## src/rtl/fifo_rd_stream_pkg.sv

```systemverilog
// Shared defaults for the FIFO read-side stream adapter.
package fifo_rd_stream_pkg;

  localparam int unsigned FRS_DATA_WIDTH = 8;
  localparam int unsigned FRS_SKID_DEPTH = 2;

endpackage

```

## src/rtl/fifo_rd_skid.sv

```systemverilog
// Circular skid buffer: write at tail, pop at head, head word and occupancy exposed.
module fifo_rd_skid
  import fifo_rd_stream_pkg::*;
#(
  parameter int unsigned DATA_WIDTH = FRS_DATA_WIDTH,
  parameter int unsigned SKID_DEPTH = FRS_SKID_DEPTH,
  localparam int unsigned CNT_W = $clog2(SKID_DEPTH + 1)
) (
  input  logic                  clk,
  input  logic                  rst_n,
  input  logic                  wr_en,
  input  logic [DATA_WIDTH-1:0] wr_data,
  input  logic                  pop,
  output logic [DATA_WIDTH-1:0] head_data,
  output logic [CNT_W-1:0]      count
);

  localparam int unsigned PTR_W = $clog2(SKID_DEPTH);

  logic [DATA_WIDTH-1:0] mem [SKID_DEPTH];
  logic [PTR_W-1:0]      head;
  logic [PTR_W-1:0]      tail;

  // Pointers wrap modulo SKID_DEPTH, which need not be a power of two.
  function automatic logic [PTR_W-1:0] ptr_inc(input logic [PTR_W-1:0] p);
    return (p == PTR_W'(SKID_DEPTH - 1)) ? '0 : p + PTR_W'(1);
  endfunction

  always_ff @(posedge clk) begin
    if (!rst_n) begin
      head  <= '0;
      tail  <= '0;
      count <= '0;
    end else begin
      if (wr_en) tail <= ptr_inc(tail);
      if (pop)   head <= ptr_inc(head);
      count <= count + CNT_W'(wr_en) - CNT_W'(pop);
    end
  end

  always_ff @(posedge clk) begin
    if (wr_en) mem[tail] <= wr_data;
  end

  assign head_data = mem[head];

endmodule

```

## src/rtl/fifo_rd_stream.sv

```systemverilog
// Credit-based FIFO read issue with one-cycle read latency, feeding a skid buffer onto a valid/ready stream.
module fifo_rd_stream
  import fifo_rd_stream_pkg::*;
#(
  parameter int unsigned DATA_WIDTH = FRS_DATA_WIDTH,
  parameter int unsigned SKID_DEPTH = FRS_SKID_DEPTH
) (
  input  logic                  clk,
  input  logic                  rst_n,
  input  logic                  fifo_empty,
  output logic                  fifo_rd_en,
  input  logic [DATA_WIDTH-1:0] fifo_data,
  output logic                  m_valid,
  input  logic                  m_ready,
  output logic [DATA_WIDTH-1:0] m_data,
  output logic                  busy
);

  localparam int unsigned CNT_W = $clog2(SKID_DEPTH + 1);
  localparam int unsigned CRD_W = CNT_W + 1;

  logic             pend;
  logic             pop;
  logic [CNT_W-1:0] occ;
  logic [CRD_W-1:0] credit_c;

  assign m_valid = rst_n & (occ != '0);
  assign pop     = m_valid & m_ready;
  assign busy    = rst_n & (pend | (occ != '0));

  // Words already held or in flight, net of this cycle's pop, must leave room for one more.
  assign credit_c   = {1'b0, occ} + CRD_W'(pend) - CRD_W'(pop);
  assign fifo_rd_en = rst_n & ~fifo_empty & (credit_c < CRD_W'(SKID_DEPTH));

  always_ff @(posedge clk) begin
    if (!rst_n) pend <= 1'b0;
    else        pend <= fifo_rd_en;
  end

  fifo_rd_skid #(
    .DATA_WIDTH(DATA_WIDTH),
    .SKID_DEPTH(SKID_DEPTH)
  ) u_skid (
    .clk      (clk),
    .rst_n    (rst_n),
    .wr_en    (pend),
    .wr_data  (fifo_data),
    .pop      (pop),
    .head_data(m_data),
    .count    (occ)
  );

endmodule
```

## config.mk

```make
export PLATFORM = sky130hd
export DESIGN_NAME = fifo_rd_stream
export DESIGN_NICKNAME = d
export VERILOG_FILES = /design/src/rtl/fifo_rd_stream_pkg.sv /design/src/rtl/fifo_rd_skid.sv /design/src/rtl/fifo_rd_stream.sv
export SDC_FILE = /design/constraint.sdc
export NUM_CORES = 1
export LEC_CHECK = 0
export CAP_MARGIN = 20
export CORE_MARGIN = 4
export CORE_UTILIZATION = 29
export DETAILED_ROUTE_END_ITERATION = 8
export REMOVE_ABC_BUFFERS = 1
export SLEW_MARGIN = 20
export SYNTH_ARGS = -nofsm -noshare
export SYNTH_HDL_FRONTEND = slang
export SYNTH_HIERARCHICAL = 1
export SYNTH_SLANG_ARGS = --single-unit
```

## constraint.sdc

```tcl
create_clock -name clk -period 2.2 [get_ports clk]
set_clock_uncertainty 0.15 [all_clocks]
set_input_delay 0.44 -clock clk [delete_from_list [all_inputs] [get_ports clk]]
set_output_delay 0.44 -clock clk [all_outputs]
set_load 0.01 [all_outputs]
```

After elaboration in Yosys (flattened, before gate mapping)
Memory sizes are Yosys's and may differ from the RTL's. A register that Yosys moved wholly into a read port is not among the register bits. Cells that the tools add are included.

Flip-flop bits (word level): 5. Latch bits: 0. Memory bits (writable): 16. Bits in read-only memories: 0. Input port bits: 12. Logic and storage cells: 26. Memories: 1.

Add/subtract/negate cells: 6. Multiply operators: 0. Div/mod/pow operators: 0. Magnitude comparators: 1. Eq/ne operators: 0. Shift operators: 0. Multiplexer cells: 6. Bitwise operators: 7. Reductions and logical operators: 1.

Memories: u_skid.mem (depth 2, bits a word 8, read ports 1, clocked after Yosys merged registers in 1, write ports 1, line fifo_rd_skid.sv:20) `logic [DATA_WIDTH-1:0] mem [SKID_DEPTH];`.

Operator list (number): 1-bit two-way mux (6); 1-bit bitwise AND (5); 2-bit by 1-bit adder with 3-bit output (1); 3-bit by 2-bit less-than comparator with 1-bit output (second input constant) (1); 3-bit by 1-bit subtractor with 3-bit output (1); 1-bit adder (second input constant) (2); 2-bit by 1-bit adder with 2-bit output (1); 2-bit nonzero test (1); 2-bit by 1-bit subtractor with 2-bit output (1); 1-bit inverter (1); 1-bit OR (1).

Depth between registers and ports, before layout
Depth after elaboration: 6. Depth in mapped cells: 7.

Modules after synthesis
Netlist, hierarchy kept.

Modules (own cells, without submodules): fifo_rd_skid (times used 1, cells each 44, area an instance 793.3 µm²); fifo_rd_stream (times used 1, cells each 12, area an instance 108.9 µm²).

Worst setup path after synthesis
OpenSTA, ideal clock, no wires.

Path kind: reg-to-output. From: register u_skid.count[1]. To: output fifo_rd_en. Data arrival time: 2.043 ns. Required time: 1.610 ns. Slack: -0.433 ns. Stages on the path, launching flop included: 8. Buffers on the path: 0. Cell sequence: dfxtp_1 -> o21a_1 -> and2_1 -> ha_1 -> nand2b_1 -> fa_1 -> xor2_1 -> nor3_1.

Word-level cells in the longest chain between the ends: 6.

Ends and longest elaborated chain: from (decl) (line fifo_rd_skid.sv:15) `output logic [CNT_W-1:0] count`; from (signal assigned) (line fifo_rd_skid.sv:37) `count <= count + CNT_W'(wr_en) - CNT_W'(pop);`; 2-bit nonzero test (line fifo_rd_stream.sv:27) `assign m_valid = rst_n & (occ != '0);`; 1-bit bitwise AND (line fifo_rd_stream.sv:27); net m_valid (line fifo_rd_stream.sv:13) `output logic m_valid,`; 1-bit bitwise AND (line fifo_rd_stream.sv:28) `assign pop = m_valid & m_ready;`; net pop (line fifo_rd_stream.sv:23) `logic pop;`; 3-bit by 1-bit subtractor with 3-bit output (line fifo_rd_stream.sv:32) `assign credit_c = {1'b0, occ} + CRD_W'(pend) - CRD_W'(pop);`; 3-bit by 2-bit less-than comparator with 1-bit output (line fifo_rd_stream.sv:33) `assign fifo_rd_en = rst_n & ~fifo_empty & (credit_c < CRD_W'(SKID_DEPTH));`; 1-bit bitwise AND (line fifo_rd_stream.sv:33); to (decl) (line fifo_rd_stream.sv:11) `output logic fifo_rd_en,`.

The timed path passes the listed nets, and every way through them passes these cells.

Worst setup path in the final report
From: register u_skid.count[0]. To: output fifo_rd_en.

Word-level cells in the longest chain between the ends: 6.

Ends and longest elaborated chain (line): 2-bit nonzero test (fifo_rd_stream.sv:27); 1-bit bitwise AND (fifo_rd_stream.sv:27); 1-bit bitwise AND (fifo_rd_stream.sv:28); net pop (fifo_rd_stream.sv:23); 3-bit by 1-bit subtractor with 3-bit output (fifo_rd_stream.sv:32); 3-bit by 2-bit less-than comparator with 1-bit output (fifo_rd_stream.sv:33); 1-bit bitwise AND (fifo_rd_stream.sv:33).

The timed path passes the listed nets, and every way through them passes these cells.

==> reports/results.ini <==
[status]
status = complete, but fails checks
violations = negative setup slack

[pwr]
power.total_mw = 1.407
p_switching_uw = 402.0
p_clk_frac = 0.129
power_leakage_nw = 0.5389
p_sw_frac = 0.2857
ir_drop_mv = 0.4367
pwr-share-seq = 0.414
combPwrFrac = 0.457
p_int_mw = 1.005
p_per_area_mw_per_mm2 = 1061

[die]
dieWidth_um = 63.78
fp-row-count = 19
initial_utilization = 0.3162
die_y_um = 63.78
ios = 23
core_area_mm2 = 0.002853
die_area_mm2 = 0.004067

[yosys]
synth_area_um2 = 902.1
syn_area_per_cell_um2 = 16.11
synth-compound-area-share = 0.02774
synth_cell_types = 17
synth_top_family_by_area = multiplexers
yosys-mux-area-fraction = 0.09986
synth_adder_area_share = 0.06380
netlist_instances = 56
yosysTopAreaCell = edfxtp_1
ys_seq_elements = 22
synth_xor_area_frac = 0.04438
synthTopCellsByArea = edfxtp_1, dfxtp_1, mux2_2, ha_1, and2_1
yosysWarningCount = 6
synth_simple_gate_area_frac = 0.08044
yosysTopAreaCellShare = 0.5326
yosysSeqAreaShare = 0.6657

[setup_path]
crit_type = flop to primary output
cp.arrival_ns = 2.23
start_kind = flop
crit_fanout = 2
crit_required_ns = 1.61
endpoint_kind = primary output

[route]
wl_per_cell_um = 12.75
ant_nets = 0
drc = 0
num_vias = 551
drt_iter0_markers = 8
drtPass1Iterations = 3
vias_per_cell = 4.444
drt_wl_total_um = 1581

[finish]
design_area_mm2 = 0.001326
fillers = 256
fin_util = 0.4649
insertedDiodeCount = 0
drive_gt1_frac = 0.3656
fin_nets = 110
syn_to_final_growth_pct = 47.02
seq_area_um2 = 606.8
multi_input_area_um2 = 317.8
finalNonFillerCells = 124
final_cell_mix = clkdlybuf4s50_1, edfxtp_1, mux2_2

[clock_tree]
ctsHoldBuffers = 0
root_buffer = clkbuf_4
htree_levels = 1
clock_path_buffers = 2
numCtsBuffers = 3
cts_tree = built
cts.clk_slew.worst_paths_ns = 0.12
clk_latency_ns = 0.30
clock_sinks = 22

[global_route]
track_usage = 0.08621
use_met3 = 0.02452
grt_busiest_layer = met2
grt_pass1_vias = 610
grt_max_degree = 13
use_met1 = 0.1075
grt_remaining_overflow = 0
gr-usage-met2 = 0.1382
antenna_found_initial = 0
grt_pass1_wl_um = 2725

[timing]
setup_slack_ns = -0.6153
rsz0062_at_grt = true
worst_pin_slew_ns = 0.3939
timing.final.crit_share = 1.280
finalSetupViolations = 2
fmax_mhz = 355.2
final.min_clock_period_ns = 2.815
max-slew-margin-rel = 0.7374
hold_viol_final = 0
slew_viol_final = 0
finalSetupTns_ns = -1.050

[flow_run]
maxCapViolCount = 0

[place]
dp_cells = 114
placed_area_mm2 = 0.001201
place_congestion = 0.7365
portBuffers = 22
place_hpwl_um = 1112

[min_path]
hold_path.class = flop to flop

logic make-up after synthesis:
| family | count (synthesis) |
|---|---|
| flops | 22 |
| fa+ha+maj | 4 |
| buf+inv | 4 |
| xor+xnor | 3 |
| compound gates | 3 |
| mux | 8 |
| simple gates | 12 |
stage by stage:
step / hold WS, ns / setup slack [ns]
global route: 0.4602 / -0.6980
floorplan: 0.3681 / -0.4331
global placement: 0.4184 / -1.207
detailed placement: 0.4157 / -1.266
finish: 0.4311 / -0.6153
CTS: 0.4348 / -0.6525
power groups by stage:
| stage | combinational, mW | sequential (mW) | clock (mW) |
|---|---|---|---|
| CTS | 0.642 | 0.584 | 0.191 |
| global placement | 0.515 | 0.583 | 0 |
| detailed placement | 0.527 | 0.584 | 0 |
| global route | 0.706 | 0.594 | 0.206 |
| floorplan | 0.262 | 0.590 | 0 |
| finish | 0.643 | 0.583 | 0.181 |
worst paths after layout:
check / from / slack [ns] / to / depth (start not counted)
worst max-delay path: u_skid/count[0]$_SDFF_PN0_ / -0.62 / fifo_rd_en / 8
worst min-delay path: u_skid/head$_SDFFE_PN0P_ / 0.43 / flop / 2
worst max register to register: u_skid/count[0]$_SDFF_PN0_ / -0.43 / pend$_SDFF_PN0_ / 13
worst min register to register: u_skid/head$_SDFFE_PN0P_ / 0.43 / flop / 2
worst max-delay path, stage by stage, from the launching register on:
cell and delay, ns:
dfxtp_2 0.34, o21a_1 0.19, and2_4 0.15, ha_4 0.21, nand2b_4 0.14, fa_1 0.53
nand2_1 0.07, nor3_2 0.14, buf_2 0.15
metal layers:
metal  up-vias  part of all wire
li1        274                 -
met1       258              0.46
met2        17              0.47
met3         2             0.066
met4         0            0.0051
met5         -                 0
cell usage after synthesis (all sizes together):
cell type,instances
edfxtp,16
mux2,8
dfxtp,6
and2,5
ha,3
inv,3
nor2b,3
nor3,2
o21a,2
xor2,2
buf,1
fa,1
nand2,1
nand2b,1
o31a,1
xnor3,1
timing repair:
item	CTS	global route
endpoints found under the setup margin	11	4
setup buffers	10	0
pin swaps	7	0
hold endpoints to repair	0	0
resized for setup	20	3
sequential cells by signal (all words and copies together) (netlist names), named ones only:
| signal | count |
|---|---|
| u_skid/mem | 16 |
| u_skid/count | 2 |
| u_skid/head | 1 |
| u_skid/tail | 1 |
| pend | 1 |
layout make-up:
type,count,area share
Multi-Input combinational cell,30,0.2396
Inverter,3,0.008491
Clock inverter,1,0.002830
Timing Repair Buffer,34,0.2453
Tap cell,31,0.02925
Clock buffer,3,0.01698
Sequential cell,22,0.4575
(Power assumes the default switching activity.)
